--- src/rtl/alarm_ringer.sv ---
// rtl/alarm_ringer.sv - alarm clock ringer: time match detect, ring/snooze FSM, buzzer drive
module alarm_ringer #(
   parameter int RING_TICKS   = 180,
   parameter int SNOOZE_TICKS = 900,
   parameter int MAX_SNOOZE   = 3
) (
   input  logic       clock,
   input  logic       reset_alarm,
   input  logic       alarm_enable,
   input  logic [5:0] cur_hour,
   input  logic [5:0] cur_min,
   input  logic [5:0] cur_sec,
   input  logic [5:0] alarm_hour,
   input  logic [5:0] alarm_min,
   input  logic       stop_alarm,
   input  logic       snooze,
   output logic       ringing,
   output logic       buzzer,
   output logic       snooze_active,
   output logic [1:0] snooze_count,
   output logic       alarm_fired
);

   typedef enum logic [1:0] {IDLE = 2'd0, RING = 2'd1, SNOOZE = 2'd2} state_t;

   localparam logic [11:0] RING_LAST   = 12'(RING_TICKS - 1);
   localparam logic [11:0] SNOOZE_LAST = 12'(SNOOZE_TICKS - 1);
   localparam logic [1:0]  SNOOZE_MAX  = 2'(MAX_SNOOZE);

   state_t      state, next_state;
   logic [11:0] timer, next_timer;
   logic [1:0]  count, next_count;
   logic        enter_ring;
   logic        fired_q, buzz_q;
   logic        match, match_d, stop_d, snooze_d;
   logic        match_rise, stop_rise, snooze_rise;

   assign match       = (cur_hour == alarm_hour) & (cur_min == alarm_min) & (cur_sec == 6'd0);
   assign match_rise  = match & ~match_d;
   assign stop_rise   = stop_alarm & ~stop_d;
   assign snooze_rise = snooze & ~snooze_d;

   always_ff @(posedge clock) begin
      if (reset_alarm) begin
         state    <= IDLE;
         timer    <= 12'd0;
         count    <= 2'd0;
         fired_q  <= 1'b0;
         buzz_q   <= 1'b0;
         match_d  <= 1'b0;
         stop_d   <= 1'b0;
         snooze_d <= 1'b0;
      end else begin
         state    <= next_state;
         timer    <= next_timer;
         count    <= next_count;
         fired_q  <= enter_ring;
         // Buzzer restarts high on every ring entry, then alternates while ringing
         buzz_q   <= enter_ring ? 1'b1 : ((next_state == RING) ? ~buzz_q : 1'b0);
         match_d  <= match;
         stop_d   <= stop_alarm;
         snooze_d <= snooze;
      end
   end

   always_comb begin
      next_state = state;
      next_timer = timer;
      next_count = count;
      enter_ring = 1'b0;
      case (state)
         IDLE: begin
            if (alarm_enable && match_rise) begin
               next_state = RING;
               next_timer = 12'd0;
               next_count = 2'd0;
               enter_ring = 1'b1;
            end
         end
         RING: begin
            if (!alarm_enable || stop_rise) begin
               next_state = IDLE;
            end else if (snooze_rise && (count < SNOOZE_MAX)) begin
               next_state = SNOOZE;
               next_count = count + 2'd1;
               next_timer = 12'd0;
            end else if (timer == RING_LAST) begin
               next_state = IDLE;
            end else begin
               next_timer = timer + 12'd1;
            end
         end
         SNOOZE: begin
            if (!alarm_enable || stop_rise) begin
               next_state = IDLE;
            end else if (timer == SNOOZE_LAST) begin
               next_state = RING;
               next_timer = 12'd0;
               enter_ring = 1'b1;
            end else begin
               next_timer = timer + 12'd1;
            end
         end
         default: next_state = IDLE;
      endcase
   end

   always_comb begin
      ringing       = (state == RING);
      snooze_active = (state == SNOOZE);
      buzzer        = buzz_q;
      alarm_fired   = fired_q;
      snooze_count  = count;
   end

endmodule

--- config.mk ---
export PLATFORM = sky130hd
export DESIGN_NAME = alarm_ringer
export DESIGN_NICKNAME = d
export VERILOG_FILES = /design/src/rtl/alarm_ringer.sv
export SDC_FILE = /design/constraint.sdc
export NUM_CORES = 1
export LEC_CHECK = 0
export ABC_CLOCK_PERIOD_IN_PS = 4200
export CAP_MARGIN = 20
export CORE_UTILIZATION = 25
export CTS_CLUSTER_DIAMETER = 50
export DETAILED_ROUTE_END_ITERATION = 7
export GPL_TIMING_DRIVEN = 0
export SLEW_MARGIN = 10
export SYNTH_ARGS = -nofsm -noshare
export SYNTH_HDL_FRONTEND = slang
export SYNTH_SLANG_ARGS = --single-unit
--- constraint.sdc ---
create_clock -name clock -period 4.2 [get_ports clock]
set_clock_uncertainty 0.05 [all_clocks]
set_input_delay 0.42 -clock clock [delete_from_list [all_inputs] [get_ports clock]]
set_output_delay 0.42 -clock clock [all_outputs]
set_load 0.01 [all_outputs]
==> run summary <==
- wire length of the first global-routing pass: 5760 um
- total negative slack: 0 ns
- RSZ-0062 raised after global routing: false
- dominant register cell in the synthesized netlist: sky130_fd_sc_hd__dfxtp_1
- CTS tree: built
- power density over cell area: 206 nW/um2
- Slew Limit Headroom: 0.636
- area fraction of the dominant cell type after synthesis: 0.309
- Synth Net Count: 198
- Horiz. Die Dim: 75.8 um
- die height: 75.8 um
- number of global-route vias before repair: 1,205
- most common cell in the netlist: sky130_fd_sc_hd__dfxtp_1
- period utilisation layout: 0.617
- placeable core region: 5170 um2
- leakage power of the design: 0.636 nW
- Finished Layout Cells: 271
- Total Power: 0.390 mW
- post-synthesis instance area: 1360 um2
- total via count in the routed design: 1,305
- crit-path max FO: 10
- antenna-violating nets left: 0
- number of sinks on the clock net: 21
- number of standard cells after synthesis: 157
- number of setup buffers added after CTS: 0
- number of maximum-capacitance constraint violations: 0
- EDFF count, synth: 0
- final routed wire length divided by cell count: 12.8 um
- initial core utilization: 0.263
- layout cells sized above 1: 0.0896
- detailed-route DRC error count: 0
- initial antenna violation count: 0
- proportion of synthesized flip-flops having asynchronous set or reset: 0
- final net count: 243
- total die area: 5740 um2
- cell area after layout: 1890 um2
- vias per std cell: 4.82
- Layout Utilization: 0.366
- deepest level of the CTS H-tree: 1
- Resized Gates After CTS: 0
- clock network latency to the later pin of the worst-skew pair: 0.27 ns
- category of the worst setup path launch point: flop
- clock buffers created by TritonCTS: 3
- GRT Util Overall: 0.132
- number of placed instances with taps included: 267
- instance area at placement: 1850 um2
- outcome: finished, final reports clean
- data arrival at the endpoint of the critical path: 2.74 ns
- most frequent cells after synthesis: 21 x sky130_fd_sc_hd__dfxtp_1, 17 x sky130_fd_sc_hd__a21oi_1, 14 x sky130_fd_sc_hd__o21ai_0, 12 x sky130_fd_sc_hd__xor2_1, 9 x sky130_fd_sc_hd__nand3_1
- number of primary I/O pins: 41
- Yosys warning total: 0
- largest cells by area after synthesis: sky130_fd_sc_hd__dfxtp_1 31%, sky130_fd_sc_hd__xor2_1 7.7%, sky130_fd_sc_hd__a21oi_1 6.3%
- detailed placer's ending HPWL: 2760 um
- IO Port Bufs: 40
- Max Transition Viols Final: 0
- peak clock frequency supported by timing: 0.386 GHz
- number of DRC markers in iteration 0: 65
- Bufs on Longest Clock Path: 2
- required time of the critical path: 4.35 ns
- Hold Vio Cnt, Final: 0
- ant diodes: 0
- slew of the pin with the lowest slew margin: 0.541 ns
- worst hold path type: reg -> reg
- min Tclk post-route: 2.59 ns
- final weighted congestion of routability-driven global placement: 0.857
- total overflow reported by the global router: 0
- final routed wirelength across all metal layers: 3480 um
- synthesized flop and latch total: 21
- cell accounting for the most synthesized area: sky130_fd_sc_hd__dfxtp_1
- portion of the post-synthesis area used by sequential elements: 0.309
- Clk Tree Root Cell: sky130_fd_sc_hd__clkbuf_8
- kind of capture point of the worst setup path: flop
- synthesized area divided by synthesized cell count: 8.66 um2
- kind of critical path: reg -> reg
- register clock-pin slew on the reported worst setup and hold paths: 0.08 ns
- final setup violation count: 0
- maximum number of pins on one net before global-route repair: 12
- peak supply drop: 0.0988 mV
- Placement Rows: 26
- Layout Area Growth over Synthesis: 39.2%
- number of iterations in the first detailed-routing pass: 4
- distinct cell type count after synthesis: 46
- number of hold buffers added after CTS: 0
-- cell families after synthesis --
logic type	Yosys count	synth area share
buffers and inverters	10	0.0405
flip-flops	21	0.309
XOR/XNOR	12	0.0773
AO/OA/AOI/OAI	46	0.223
AND/OR/NAND/NOR	62	0.295
adder cells (fa/ha/maj)	6	0.0552
-- layer usage --
layer / track usage / vias to the layer above / wire, um
met4: 0.0247 / 0 / 37
met3: 0.0291 / 6 / 149
met2: 0.216 / 22 / 1620
li1: - / 678 / -
met5: 0 / - / 0
met1: 0.178 / 599 / 1670
-- final cells by class --
type | instances | area [um2]
plain buffers | 4 | 32.5
clock buffers | 4 | 45.0
fillers | 549 | 3280
inverters | 6 | 22.5
multi-input cells | 126 | 885
flip-flops and latches | 21 | 420
well taps | 70 | 87.6
repair buffers | 40 | 400
-- cell usage in the layout (no fill, tap or decap), types with 2 or more instances in the layout --
cell / instances
sky130_fd_sc_hd__a211oi_1: 2
sky130_fd_sc_hd__a21oi_1: 17
sky130_fd_sc_hd__a31oi_1: 3
sky130_fd_sc_hd__and2_1: 2
sky130_fd_sc_hd__and3_2: 2
sky130_fd_sc_hd__clkbuf_8: 3
sky130_fd_sc_hd__clkdlybuf4s50_1: 40
sky130_fd_sc_hd__dfxtp_1: 21
sky130_fd_sc_hd__ha_1: 6
sky130_fd_sc_hd__inv_1: 6
sky130_fd_sc_hd__nand2_1: 5
sky130_fd_sc_hd__nand2b_1: 2
sky130_fd_sc_hd__nand3_1: 9
sky130_fd_sc_hd__nand4_1: 3
sky130_fd_sc_hd__nand4b_1: 2
sky130_fd_sc_hd__nor2_1: 6
sky130_fd_sc_hd__nor2b_1: 2
sky130_fd_sc_hd__nor3_1: 3
sky130_fd_sc_hd__nor3b_1: 2
sky130_fd_sc_hd__nor4bb_1: 2
sky130_fd_sc_hd__o21ai_0: 14
sky130_fd_sc_hd__or3_1: 8
sky130_fd_sc_hd__or4_1: 4
sky130_fd_sc_hd__xor2_1: 12
-- final timing paths --
| path | startpoint | end | slack [ns] | cells after the start |
|---|---|---|---|---|
| worst max register to register | timer[0]$_SDFFE_PP0P_ | timer[2]$_SDFFE_PP0P_ | 1.61 | 9 |
| worst min register to register | timer[1]$_SDFFE_PP0P_ | timer[1]$_SDFFE_PP0P_ | 0.42 | 2 |
| worst max-delay path | timer[0]$_SDFFE_PP0P_ | timer[2]$_SDFFE_PP0P_ | 1.61 | 9 |
| worst min-delay path | timer[1]$_SDFFE_PP0P_ | timer[1]$_SDFFE_PP0P_ | 0.42 | 2 |
-- report_power, final --
part	internal [mW]	total, mW	switching [mW]	leakage (nW)
clock network	0.0678	0.138	0.0705	0.0228
logic	0.0361	0.0519	0.0158	0.444
registers	0.200	0.200	0.000231	0.170
-- flip-flops by register name, summed over array words and instances, names as in the netlist --
register	cells
state	2
timer	12
alarm_fired	1
stop_d	1
match_d	1
snooze_d	1
buzzer	1
snooze_count	2
-- per-stage QoR --
| stage | hold WS (ns) | setup slack, ns |
|---|---|---|
| floorplan | 0.394 | 1.90 |
| global placement | 0.410 | 1.42 |
| detailed placement | 0.417 | 1.39 |
| CTS | 0.429 | 1.63 |
| global route | 0.465 | 1.26 |
| finish | 0.421 | 1.61 |
-- critical path, cell delays in order (launching register included) --
cell	delay (ns)
sky130_fd_sc_hd__dfxtp_1	0.37
sky130_fd_sc_hd__ha_1	0.31
sky130_fd_sc_hd__nor4b_1	0.47
sky130_fd_sc_hd__and3_2	0.38
sky130_fd_sc_hd__a211oi_2	0.12
sky130_fd_sc_hd__a31oi_4	0.26
sky130_fd_sc_hd__buf_6	0.16
sky130_fd_sc_hd__buf_4	0.17
sky130_fd_sc_hd__o21ai_0	0.10
sky130_fd_sc_hd__a21oi_1	0.14
Note: power is estimated with default switching activity, not from simulation.
